[src/rtl/uart_cmd_ctrl.sv]
// uart_cmd_ctrl: command sequencer between the UART byte receiver and the
// TCS3200 colour-measurement core. Parses 4-byte frames (HDR, CMD, ARG, TERM),
// applies settings to the sensor configuration registers, fires single
// measurement pulses and returns a 1-byte ACK/NACK over a valid/ready handshake.
//
// Optional feature: define CMD_READBACK_EN to add the 'R' readback command.
//
// state | meaning
// ------+-----------------------------------------------------------
// IDLE  | waiting for a header byte, everything else dropped
// CMD   | header seen, waiting for the command byte
// ARG   | command latched, waiting for the argument byte
// TERM  | argument latched, waiting for the terminator
// EXEC  | one cycle: decode command, update config, build response
// RESP  | response held until the transmit path accepts it

module uart_cmd_ctrl #(
  parameter logic [7:0] HDR_BYTE       = 8'h43,
  parameter logic [7:0] TERM_BYTE      = 8'h23,
  parameter int         TIMEOUT_CYCLES = 1540,
  parameter logic [7:0] PERIOD_RST     = 8'd10
) (
  input  logic       clk_3125,
  input  logic       rst_n,
  input  logic [7:0] rx_msg,
  input  logic       rx_complete,
  output logic [1:0] cfg_filter,
  output logic       cfg_scan_en,
  output logic [7:0] cfg_period,
  output logic       meas_start,
  output logic       resp_valid,
  output logic [7:0] resp_code,
  input  logic       resp_ready,
  output logic       busy
);

  localparam int                 TIMER_W    = $clog2(TIMEOUT_CYCLES);
  localparam logic [TIMER_W-1:0] TIMER_LAST = TIMER_W'(TIMEOUT_CYCLES - 1);

  localparam logic [7:0] PARITY_ERR = 8'h3F;
  localparam logic [7:0] CODE_ACK   = 8'h41;
  localparam logic [7:0] CODE_NACK  = 8'h4E;
  localparam logic [7:0] CMD_FILTER = 8'h46;
  localparam logic [7:0] CMD_SCAN   = 8'h45;
  localparam logic [7:0] CMD_PERIOD = 8'h50;
  localparam logic [7:0] CMD_START  = 8'h53;
`ifdef CMD_READBACK_EN
  localparam logic [7:0] CMD_READ   = 8'h52;
`endif

  typedef enum logic [2:0] {
    S_IDLE,
    S_CMD,
    S_ARG,
    S_TERM,
    S_EXEC,
    S_RESP
  } state_t;

  state_t               r_state;
  state_t               w_state_nxt;
  logic [TIMER_W-1:0]   r_timer;
  logic [TIMER_W-1:0]   w_timer_nxt;
  logic [7:0]           r_cmd;
  logic [7:0]           w_cmd_nxt;
  logic [7:0]           r_arg;
  logic [7:0]           w_arg_nxt;
  logic [1:0]           r_filter;
  logic [1:0]           w_filter_nxt;
  logic                 r_scan_en;
  logic                 w_scan_en_nxt;
  logic [7:0]           r_period;
  logic [7:0]           w_period_nxt;
  logic                 r_meas_start;
  logic                 w_meas_start_nxt;
  logic                 r_resp_valid;
  logic                 w_resp_valid_nxt;
  logic [7:0]           r_resp_code;
  logic [7:0]           w_resp_code_nxt;
  logic                 r_busy;

  // State register.
  always_ff @(posedge clk_3125 or negedge rst_n) begin
    if (!rst_n) begin
      r_state <= S_IDLE;
    end else begin
      r_state <= w_state_nxt;
    end
  end

  // Next-state, frame parsing, command decode and next values of all outputs.
  always_comb begin
    w_state_nxt      = r_state;
    w_timer_nxt      = r_timer;
    w_cmd_nxt        = r_cmd;
    w_arg_nxt        = r_arg;
    w_filter_nxt     = r_filter;
    w_scan_en_nxt    = r_scan_en;
    w_period_nxt     = r_period;
    w_meas_start_nxt = 1'b0;
    w_resp_valid_nxt = r_resp_valid;
    w_resp_code_nxt  = r_resp_code;

    case (r_state)
      S_IDLE: begin
        if (rx_complete && (rx_msg == HDR_BYTE)) begin
          w_state_nxt = S_CMD;
          w_timer_nxt = '0;
        end
      end

      S_CMD, S_ARG, S_TERM: begin
        // A byte arriving on the timeout cycle still counts.
        if (rx_complete) begin
          w_timer_nxt = '0;
          if (rx_msg == PARITY_ERR) begin
            w_state_nxt      = S_RESP;
            w_resp_valid_nxt = 1'b1;
            w_resp_code_nxt  = CODE_NACK;
          end else if (r_state == S_CMD) begin
            w_cmd_nxt   = rx_msg;
            w_state_nxt = S_ARG;
          end else if (r_state == S_ARG) begin
            w_arg_nxt   = rx_msg;
            w_state_nxt = S_TERM;
          end else if (rx_msg == TERM_BYTE) begin
            w_state_nxt = S_EXEC;
          end else begin
            w_state_nxt      = S_RESP;
            w_resp_valid_nxt = 1'b1;
            w_resp_code_nxt  = CODE_NACK;
          end
        end else if (r_timer == TIMER_LAST) begin
          w_state_nxt = S_IDLE;
          w_timer_nxt = '0;
        end else begin
          w_timer_nxt = r_timer + 1'b1;
        end
      end

      S_EXEC: begin
        w_state_nxt      = S_RESP;
        w_resp_valid_nxt = 1'b1;
        w_resp_code_nxt  = CODE_NACK;
        case (r_cmd)
          CMD_FILTER: begin
            if (r_arg <= 8'd3) begin
              w_filter_nxt    = r_arg[1:0];
              w_resp_code_nxt = CODE_ACK;
            end
          end
          CMD_SCAN: begin
            if (r_arg[7:1] == 7'd0) begin
              w_scan_en_nxt   = r_arg[0];
              w_resp_code_nxt = CODE_ACK;
            end
          end
          CMD_PERIOD: begin
            if (r_arg != 8'd0) begin
              w_period_nxt    = r_arg;
              w_resp_code_nxt = CODE_ACK;
            end
          end
          CMD_START: begin
            // A single shot would collide with the scan engine, so refuse it.
            if (!r_scan_en) begin
              w_meas_start_nxt = 1'b1;
              w_resp_code_nxt  = CODE_ACK;
            end
          end
`ifdef CMD_READBACK_EN
          CMD_READ: begin
            if (r_arg == 8'd0) begin
              w_resp_code_nxt = {5'b0, r_scan_en, r_filter};
            end else if (r_arg == 8'd1) begin
              w_resp_code_nxt = r_period;
            end
          end
`endif
          default: begin
          end
        endcase
      end

      S_RESP: begin
        if (resp_ready) begin
          w_resp_valid_nxt = 1'b0;
          w_state_nxt      = S_IDLE;
        end
      end

      default: begin
        w_state_nxt = S_IDLE;
      end
    endcase
  end

  // Datapath and registered outputs.
  always_ff @(posedge clk_3125 or negedge rst_n) begin
    if (!rst_n) begin
      r_timer      <= '0;
      r_cmd        <= 8'h00;
      r_arg        <= 8'h00;
      r_filter     <= 2'b00;
      r_scan_en    <= 1'b0;
      r_period     <= PERIOD_RST;
      r_meas_start <= 1'b0;
      r_resp_valid <= 1'b0;
      r_resp_code  <= 8'h00;
      r_busy       <= 1'b0;
    end else begin
      r_timer      <= w_timer_nxt;
      r_cmd        <= w_cmd_nxt;
      r_arg        <= w_arg_nxt;
      r_filter     <= w_filter_nxt;
      r_scan_en    <= w_scan_en_nxt;
      r_period     <= w_period_nxt;
      r_meas_start <= w_meas_start_nxt;
      r_resp_valid <= w_resp_valid_nxt;
      r_resp_code  <= w_resp_code_nxt;
      r_busy       <= (w_state_nxt != S_IDLE);
    end
  end

  assign cfg_filter  = r_filter;
  assign cfg_scan_en = r_scan_en;
  assign cfg_period  = r_period;
  assign meas_start  = r_meas_start;
  assign resp_valid  = r_resp_valid;
  assign resp_code   = r_resp_code;
  assign busy        = r_busy;

endmodule

[config.mk]
export PLATFORM = sky130hd
export DESIGN_NAME = uart_cmd_ctrl
export DESIGN_NICKNAME = d
export VERILOG_FILES = /design/src/rtl/uart_cmd_ctrl.sv
export SDC_FILE = /design/constraint.sdc
export NUM_CORES = 1
export LEC_CHECK = 0
export CORE_MARGIN = 2
export CORE_UTILIZATION = 50
export DETAILED_ROUTE_END_ITERATION = 7
export GPL_TIMING_DRIVEN = 0
export PLACE_DENSITY_LB_ADDON = 0.1
export SKIP_LAST_GASP = 1
export SYNTH_ARGS = -nofsm -noshare
export SYNTH_HDL_FRONTEND = slang
export SYNTH_SLANG_ARGS = --single-unit
[constraint.sdc]
create_clock -name clk_3125 -period 4.25 [get_ports clk_3125]
set_clock_uncertainty 0.1 [all_clocks]
set_input_delay 0.85 -clock clk_3125 [delete_from_list [all_inputs] [get_ports clk_3125]]
set_output_delay 0.85 -clock clk_3125 [all_outputs]
set_load 0.005 [all_outputs]
==> results of run 1 <==
==> registers in the layout (all words and copies together), names as in the netlist <==
| signal | flops |
|---|---|
| r_arg | 8 |
| meas_start | 1 |
| resp_valid | 1 |
| r_timer | 11 |
| busy | 1 |
| r_state | 3 |
| r_cmd | 8 |
| cfg_period | 8 |
| cfg_scan_en | 1 |
| resp_code | 3 |
| cfg_filter | 2 |
==> where the power goes <==
| part | switching [mW] | total, mW | internal, mW |
|---|---|---|---|
| sequential | 0.108 | 0.682 | 0.574 |
| combinational | 0.263 | 0.543 | 0.280 |
| clock | 0.162 | 0.339 | 0.177 |
| total | 0.533 | 1.56 | 1.03 |
==> worst paths after layout <==
kind | endpoint | depth (start not counted) | slack, ns | from
max | r_timer[5] | 7 | 1.57 | rx_msg[3]
min | resp_code[6] | 1 | 0.38 | resp_code[6]
max in group asynchronous | cfg_period[3] | 2 | 3.02 | rst_n
min in group asynchronous | resp_code[6] | 1 | 0.43 | rst_n
min reg2reg | resp_code[6] | 1 | 0.38 | resp_code[6]
max reg2reg | cfg_period[5] | 5 | 1.86 | r_cmd[3]
==> worst max-delay path, delay by kind of cell <==
kind / cells / cell delay, ns
AOI/OAI and AO/OA: 2 / 0.31
and+or+nand+nor: 3 / 0.90
buffers and inverters: 2 / 0.68
==> routing by layer <==
metal	wire (microns)	GRT usage [%]	up-vias
met5	0	0	-
met4	69	6.499	0
met3	178	4.167	5
met2	2009	29.46	43
met1	2125	26.50	838
li1	-	-	858
==> kinds of logic (layout without fill, tap and decap cells) <==
group | Yosys count | count (layout) | synth area share [%]
and+or+nand+nor | 74 | 74 | 18.62
DFF | 47 | 47 | 50.54
AOI/OAI and AO/OA | 44 | 44 | 12.71
muxes | 27 | 27 | 13.04
buffers and inverters | 15 | 53 | 3.219
adders and majority gates | 2 | 2 | 0.9656
xor gates and xnor gates | 2 | 2 | 0.7512
other | 1 | 3 | 0.1608
==> cell usage after synthesis, types with 3 or more instances <==
library cell | instances | share of area, %
a21oi_1 | 5 | 1.1
a31oi_1 | 4 | 1.1
and2_1 | 3 | 0.80
buf_4 | 5 | 1.6
clkbuf_1 | 6 | 0.97
dfrtp_1 | 45 | 48
inv_1 | 4 | 0.64
mux2_2 | 26 | 13
nand2_1 | 20 | 3.2
nand3_1 | 6 | 1.3
nand4_1 | 3 | 0.80
nor2_1 | 13 | 2.1
nor2b_1 | 3 | 0.80
nor3_1 | 3 | 0.64
o211ai_1 | 3 | 0.97
o21ai_0 | 16 | 3.4
o41ai_1 | 3 | 1.1
==> metrics by stage <==
step           worst slack, ns  hold slack (ns)  area [sq um]  cells
4_1_cts                  1.590           0.3896          2833    304
3_3_place_gp            0.9073           0.3503          2695    295
3_5_place_dp             1.268           0.3690          2718    296
2_1_floorplan            1.779           0.3419          2340    214
6_report                 1.572           0.3787          2833    304
5_1_grt                  1.352           0.4062          2833    304
==> cell type report <==
type,count,area (sq um)
Fill cell,379,1582
Sequential cell,47,1179
Multi-Input combinational cell,152,1086
Timing Repair Buffer,30,312.8
Clock buffer,5,68.82
Tap cell,52,65.06
Buffer,11,60.06
Clock inverter,3,46.29
Inverter,4,15.01
==> results.sh, run 1 <==
export IMPL_grt_overflow_total=0
export IMPL_synth_async_reset_ratio_pct=100.0
export IMPL_die_w_microns=72.30
export IMPL_syn_area_sq_mm=0.002332
export IMPL_finalSetupTns_ns=0
export IMPL_numClockSinks=47
export IMPL_start_kind="input port"
export IMPL_syn_avg_cell_area_sq_um=11.00
export IMPL_post_route_util_pct=64.17
export IMPL_slew_viol_final=0
export IMPL_cp_end_kind="flip-flop"
export IMPL_rows=24
export IMPL_layout_drive_gt1_share_pct=21.03
export IMPL_place_congestion=0.8060
export IMPL_postSynthCellCount=212
export IMPL_clkLatencyLatePin_ns=0.30
export IMPL_cts_max_level=2
export IMPL_fmax_ghz=0.3734
export IMPL_clockBufferDepth=2
export IMPL_power_leakage_nw=1.160
export IMPL_drv_cap=0
export IMPL_tritoncts="done"
export IMPL_drt_pass1_iterations=4
export IMPL_synth_edf_count=0
export IMPL_track_usage_pct=18.99
export IMPL_min_period_ns=2.678
export IMPL_synth_seq_cells=47
export IMPL_ys_types=50
export IMPL_die_y_microns=72.30
export IMPL_grt_pass1_vias=1653
export IMPL_num_vias=1744
export IMPL_layout_commonest_cell="dfrtp_1"
export IMPL_area_delta_synth_final_pct=21.46
export IMPL_wl_microns=4381
export IMPL_cp_slowest_stage_delay_ns=0.47
export IMPL_dieArea_sq_mm=0.005227
export IMPL_worstPathArrival_ns=2.75
export IMPL_detail_route_wl_per_cell_microns=14.41
export IMPL_hp_class="flip-flop to flip-flop"
export IMPL_start_util_pct=52.83
export IMPL_cts_made_buffers=5
export IMPL_post_cts_buffers=0
export IMPL_place_port_buffers=29
export IMPL_slew_headroom_pct=54.38
export IMPL_required_ns=4.32
export IMPL_final_antenna_net_count=0
export IMPL_n_antenna_cell=0
export IMPL_num_io_pins=34
export IMPL_vias_per_cell=5.737
export IMPL_critPathMaxFanout=10
export IMPL_dp_final_hpwl_microns=3147
export IMPL_power_mw=1.564
export IMPL_clkTransAtPathRegs_ns=0.09
export IMPL_critical_path_cell_chain="clkdlybuf4s50_1, nor4b_1, nand4_1, and2_1, clkbuf_1, o21ai_0, o41ai_1"
export IMPL_fin_crit_sh_pct=63.01
export IMPL_drt_iter0_drc=79
export IMPL_core_area_sq_mm=0.004414
export IMPL_timing_worst_setup_path_type="input port to flip-flop"
export IMPL_ir_drop_mv=0.3181
export IMPL_layout_common_cells="dfrtp_1, clkdlybuf4s50_1, mux2_2"
export IMPL_power_density_mw_per_mm2=552.2
export IMPL_seq_area_frac_synth_pct=50.54
export IMPL_grt_first_pass_wirelength_microns=7803
export IMPL_crit_slowest_cell="clkdlybuf4s50_1"
export IMPL_ctsHoldBuffers=0
export IMPL_synthFlopType="dfrtp_1"
export IMPL_cts_root_buf="clkbuf_8"
export IMPL_finalSetupViolations=0
export IMPL_tightestPinTransition_ns=0.6806
export IMPL_antenna_found_initial=0
export IMPL_rsz0062_at_grt="no"
export IMPL_yosysWarningCount=0
export IMPL_ctsResizeCount=0
export IMPL_nNetsFinal=264
export IMPL_drc=0
export IMPL_grt_max_degree=26
export IMPL_status="complete, no violations"
export IMPL_hold_viol_final=0
No activity file was read; power rests on OpenSTA's default activity.
==> run 2: changes to the inputs <==
==> constraint.sdc (replaced) <==
create_clock -name clk_3125 -period 2.55 [get_ports clk_3125]
set_clock_uncertainty 0.1 [all_clocks]
set_input_delay 0.51 -clock clk_3125 [delete_from_list [all_inputs] [get_ports clk_3125]]
set_output_delay 0.51 -clock clk_3125 [all_outputs]
set_load 0.005 [all_outputs]
==> run 2 against run 1 <==
Clock-buffer cell count stayed put. Die area stayed put. Critical path type is now flip-flop to flip-flop. Global-route usage stayed put. Hold slack worse by 0.28 ns. Largest cell class unchanged. Design area is 0.93% higher. Power is 67% higher. Clock power is 66% higher. Register-to-register slack worse by 1.7 ns.
==> results.sh, run 2 (same netlist as run 1, synthesis figures left out) <==
export IMPL_nNetsFinal=265
export IMPL_power_leakage_nw=1.171
export IMPL_r2r_end="cfg_scan_en"
export IMPL_grt_first_pass_wirelength_microns=7803
export IMPL_fmax_ghz=0.4192
export IMPL_cts_root_buf="clkbuf_8"
export IMPL_layout_common_cells="dfrtp_1, clkdlybuf4s50_1, mux2_2"
export IMPL_ff2ff_path_depth=5
export IMPL_tightestPinTransition_ns=0.6770
export IMPL_start_kind="flip-flop"
export IMPL_switchingPower_uw=888.3
export IMPL_p_seq_share_pct=43.6
export IMPL_finalSetupViolations=0
export IMPL_clockBufferDepth=2
export IMPL_detail_route_wl_per_cell_microns=14.50
export IMPL_clkLatencyLatePin_ns=0.30
export IMPL_slew_headroom_pct=54.62
export IMPL_critPathMaxFanout=5
export IMPL_dieArea_sq_mm=0.005227
export IMPL_ir_drop_mv=0.5298
export IMPL_worstPathArrival_ns=2.48
export IMPL_slew_viol_final=0
export IMPL_fin_crit_sh_pct=93.54
export IMPL_min_period_ns=2.385
export IMPL_area_delta_synth_final_pct=22.59
export IMPL_power_density_mw_per_mm2=912.1
export IMPL_grt_max_degree=26
export IMPL_num_vias=1737
export IMPL_largest_reg_flops=11
export IMPL_place_congestion=0.8060
export IMPL_clkTransAtPathRegs_ns=0.09
export IMPL_hp_class="input port to async pin"
export IMPL_drt_pass1_iterations=4
export IMPL_antenna_found_initial=0
export IMPL_wl_met1_microns=2127
export IMPL_timing_worst_setup_path_type="flip-flop to flip-flop"
export IMPL_core_area_sq_mm=0.004414
export IMPL_layout_commonest_cell="dfrtp_1"
export IMPL_comb_power_share_pct=34.8
export IMPL_start_util_pct=52.83
export IMPL_die_w_microns=72.30
export IMPL_finalSetupTns_ns=0
export IMPL_final_antenna_net_count=0
export IMPL_grt_pass1_vias=1653
export IMPL_cp_end_kind="flip-flop"
export IMPL_cts_made_buffers=5
export IMPL_rows=24
export IMPL_critical_path_cell_chain="or4_4, or2_4, or4_1, nor3_2, mux2_1"
export IMPL_ctsHoldBuffers=0
export IMPL_cp_slowest_stage_delay_ns=0.56
export IMPL_wl_met3_microns=146
export IMPL_layout_drive_gt1_share_pct=21.74
export IMPL_whs_ns=0.09508
export IMPL_dp_final_hpwl_microns=3147
export IMPL_crit_slowest_cell="or4_4"
export IMPL_post_route_util_pct=64.77
export IMPL_drc=0
export IMPL_power_internal_mw=1.719
export IMPL_dp_slack_ns=-0.09211
export IMPL_r2r_start="r_arg[5]"
export IMPL_place_port_buffers=29
export IMPL_tritoncts="done"
export IMPL_num_io_pins=34
export IMPL_topRoutingLayerUsed="met4"
export IMPL_die_y_microns=72.30
export IMPL_hold_viol_final=0
export IMPL_status="complete, no violations"
export IMPL_swShare_pct=34.06
export IMPL_rrSetupSlack_ns=0.16
export IMPL_top_register="r_timer"
export IMPL_setup_ws_ns=0.1648
export IMPL_vias_per_cell=5.695
export IMPL_cts_max_level=2
export IMPL_drv_cap=0
export IMPL_wl_microns=4422
export IMPL_track_usage_pct=18.99
export IMPL_required_ns=2.65
export IMPL_p_clk_share_pct=21.6
export IMPL_wl_met2_microns=2079
export IMPL_power_mw=2.608
export IMPL_numClockSinks=47
export IMPL_rsz0062_at_grt="no"
export IMPL_grt_overflow_total=0
export IMPL_n_antenna_cell=0
export IMPL_drt_iter0_drc=87
-- run 2: area by class of cell --
cell class                      count  area, sq um
Buffer                             11        60.06
Timing Repair Buffer               31        332.8
Clock inverter                      3        46.29
Tap cell                           52        65.06
Multi-Input combinational cell    152         1092
Fill cell                         381         1555
Clock buffer                        5        68.82
Inverter                            4        15.01
Sequential cell                    47         1179
-- run 2: worst max-delay path by stage --
stage | startpoint | end | slack, ns | depth (start not counted)
2_1_floorplan | r_arg[5] | cfg_scan_en | 0.27 | 5
3_3_place_gp | rst_n | cfg_period[5] | -0.45 | 1
3_5_place_dp | rx_msg[3] | r_timer[6] | -0.09 | 7
4_1_cts | r_arg[5] | cfg_scan_en | 0.15 | 5
5_1_grt | r_timer[0] | r_timer[7] | 0.02 | 7
6_report | r_arg[5] | cfg_scan_en | 0.16 | 5
-- run 2: power by group through the flow --
stage	registers (mW)	clock network, mW	logic [mW]
2_1_floorplan	1.11	0	0.638
3_3_place_gp	1.15	0	0.892
3_5_place_dp	1.15	0	0.904
4_1_cts	1.14	0.580	0.911
5_1_grt	1.17	0.604	1.02
6_report	1.14	0.564	0.908
-- run 2: per-layer routing --
| layer | track usage (%) | vias to the layer above |
|---|---|---|
| met3 | 4.167 | 5 |
| met5 | 0 | - |
| li1 | - | 855 |
| met2 | 29.46 | 31 |
| met4 | 6.499 | 0 |
| met1 | 26.50 | 846 |
-- run 2: critical path, delay by kind of cell, from the launching register on --
kind             cells  cell delay, ns
DFF                  1            0.41
muxes                1            0.33
and+or+nand+nor      4            1.44
-- run 2: timing repair --
action | 4_1_cts | 5_1_grt
setup buffers | 0 | 1
endpoints found under the setup margin | 0 | 7
resized for setup | 0 | 1
-- run 2: per-stage QoR --
step	std cells	area, sq um
finish	305	2859
global route	305	2859
CTS	304	2833
detailed placement	296	2718
global placement	295	2695
floorplan	214	2340
==> run 3: changes to the inputs <==
--- a/config.mk
+++ b/config.mk
@@ -10,6 +10,7 @@
 export DETAILED_ROUTE_END_ITERATION = 7
 export GPL_TIMING_DRIVEN = 0
 export PLACE_DENSITY_LB_ADDON = 0.1
+export SETUP_SLACK_MARGIN = 0.5
 export SKIP_LAST_GASP = 1
 export SYNTH_ARGS = -nofsm -noshare
 export SYNTH_HDL_FRONTEND = slang
==> constraint.sdc (replaced) <==
create_clock -name clk_3125 -period 2.2 [get_ports clk_3125]
set_clock_uncertainty 0.1 [all_clocks]
set_input_delay 0.44 -clock clk_3125 [delete_from_list [all_inputs] [get_ports clk_3125]]
set_output_delay 0.44 -clock clk_3125 [all_outputs]
set_load 0.005 [all_outputs]
==> run 3 against run 2 <==
The run now ends with negative setup slack left. Combinational power up 110%. Design area is 29% higher. Clock-buffer cell count rose by 1. Flip-flop and latch count did not move. Die area stayed put. Sequential power increased by 19%. Global-route usage rose by 4.6 points.
==> results.sh, run 3 (same netlist as run 1, synthesis figures left out) <==
export IMPL_layout_common_cells="buf_4, dfrtp_1, nand2_1"
export IMPL_area_delta_synth_final_pct=58.58
export IMPL_min_to="r_arg[3]"
export IMPL_die_y_microns=72.30
export IMPL_start_util_pct=52.83
export IMPL_final_antenna_net_count=0
export IMPL_stdcell_area_sq_mm=0.003699
export IMPL_hold_depth=2
export IMPL_finalSetupViolations=10
export IMPL_rows=24
export IMPL_tightestPinTransition_ns=0.5159
export IMPL_clkLatencyLatePin_ns=0.31
export IMPL_rsz0062_at_grt="yes"
export IMPL_nNetsFinal=315
export IMPL_core_area_sq_mm=0.004414
export IMPL_dp_slack_ns=-0.3626
export IMPL_power_mw=3.870
export IMPL_num_vias=2112
export IMPL_crit_slowest_cell="or4_4"
export IMPL_required_ns=2.30
export IMPL_track_usage_pct=23.62
export IMPL_vias_per_cell=5.949
export IMPL_postPlaceCellArea_sq_mm=0.002851
export IMPL_status="finished with violations"
export IMPL_critical_path_cell_chain="or4_4, or2_4, or4_4, nor3_4, mux2_4"
export IMPL_place_congestion=0.8123
export IMPL_die_w_microns=72.30
export IMPL_dieArea_sq_mm=0.005227
export IMPL_slew_headroom_pct=65.61
export IMPL_largest_reg_flops=11
export IMPL_cts_made_buffers=5
export IMPL_fin_crit_sh_pct=104.4
export IMPL_critPathMaxFanout=4
export IMPL_layout_drive_gt1_share_pct=51.82
export IMPL_drt_pass1_iterations=4
export IMPL_stdcell_count=355
export IMPL_ff2ff_path_depth=5
export IMPL_grt_max_degree=30
export IMPL_fmax_ghz=0.4355
export IMPL_detail_route_wl_per_cell_microns=19.43
export IMPL_violations="negative setup slack"
export IMPL_clockBufferDepth=2
export IMPL_cp_slowest_stage_delay_ns=0.55
export IMPL_start_kind="flip-flop"
export IMPL_path_common_cell="or4_4"
export IMPL_min_from="rx_msg[3]"
export IMPL_r2r_start="r_arg[5]"
export IMPL_dp_cells=296
export IMPL_grt_pass1_vias=1900
export IMPL_power_leakage_nw=1.675
export IMPL_wl_microns=6896
export IMPL_numClockSinks=47
export IMPL_tritoncts="done"
export IMPL_setup_ws_ns=-0.09634
export IMPL_antenna_found_initial=0
export IMPL_rrSetupSlack_ns=-0.1
export IMPL_layout_commonest_cell="buf_4"
export IMPL_drv_cap=0
export IMPL_cts_root_buf="clkbuf_8"
export IMPL_drc=0
export IMPL_drt_iter0_drc=141
export IMPL_clkTransAtPathRegs_ns=0.09
export IMPL_cp_end_kind="flip-flop"
export IMPL_timing_worst_setup_path_type="flip-flop to flip-flop"
export IMPL_n_antenna_cell=0
export IMPL_min_period_ns=2.296
export IMPL_dp_final_hpwl_microns=3417
export IMPL_hold_viol_final=0
export IMPL_whs_ns=0.3471
export IMPL_ir_drop_mv=0.6008
export IMPL_num_io_pins=34
export IMPL_cts_max_level=2
export IMPL_hp_class="input port to flip-flop"
export IMPL_power_density_mw_per_mm2=1046
export IMPL_grt_overflow_total=0
export IMPL_place_port_buffers=29
export IMPL_grt_first_pass_wirelength_microns=9404
export IMPL_worstPathArrival_ns=2.40
export IMPL_top_register="r_timer"
export IMPL_r2r_end="cfg_scan_en"
export IMPL_slew_viol_final=0
## run 3: timing repair
action | CTS | global route
gates cloned | 0 | 1
hold buffers | 1 | 0
setup buffers | 27 | 22
endpoints found under the hold margin | 18 | 0
endpoints found under the setup margin | 62 | 37
pin swaps | 21 | 15
resized for setup | 88 | 39
## run 3: layer usage
metal / vias up / routed length [microns] / track usage (%)
met4: 0 / 123 / 7.338
li1: 951 / - / -
met1: 1074 / 2837 / 32.02
met5: - / 0 / 0
met2: 77 / 3585 / 38.43
met3: 10 / 350 / 4.722
## run 3: worst max-delay path: cells and delay by family (launching register included)
family	cells	cell delay, ns
and+or+nand+nor	4	1.37
DFF	1	0.39
muxes	1	0.31
## run 3: layout make-up
cell class                      instances  area, sq um
Buffer                                 11        102.6
Clock buffer                            6        82.58
Clock inverter                          2        16.27
Inverter                                4        15.01
Sequential cell                        47         1185
Timing Repair Buffer                   81        750.7
Fill cell                             216        715.7
Tap cell                               52        65.06
Multi-Input combinational cell        152         1481
## run 3: how the worst max path moves through the flow
| stage | end | slack, ns | startpoint | cells past startpoint |
|---|---|---|---|---|
| finish | cfg_scan_en | -0.1 | r_arg[5] | 5 |
| global route | cfg_scan_en | -0.15 | r_arg[5] | 5 |
| CTS | cfg_scan_en | -0.08 | r_arg[5] | 5 |
| detailed placement | r_arg[0] | -0.36 | rx_msg[6] | 5 |
| global placement | cfg_period[4] | -0.76 | rst_n | 1 |
| floorplan | cfg_scan_en | -0.05 | r_arg[5] | 5 |
## run 3: per-stage QoR
stage	TNS [ns]	utilization [%]
6_report	-0.3307	83.79
3_3_place_gp	-43.52	64.26
5_1_grt	-0.9807	83.79
3_5_place_dp	-9.244	64.60
2_1_floorplan	-0.07991	-
4_1_cts	-0.1734	76.08
## run 3: power by group
group          total, mW  switching, mW  internal, mW  leakage (nW)
logic               1.94          0.876          1.06          1.04
clock network      0.571          0.315         0.257        0.0474
registers           1.36          0.246          1.11         0.588
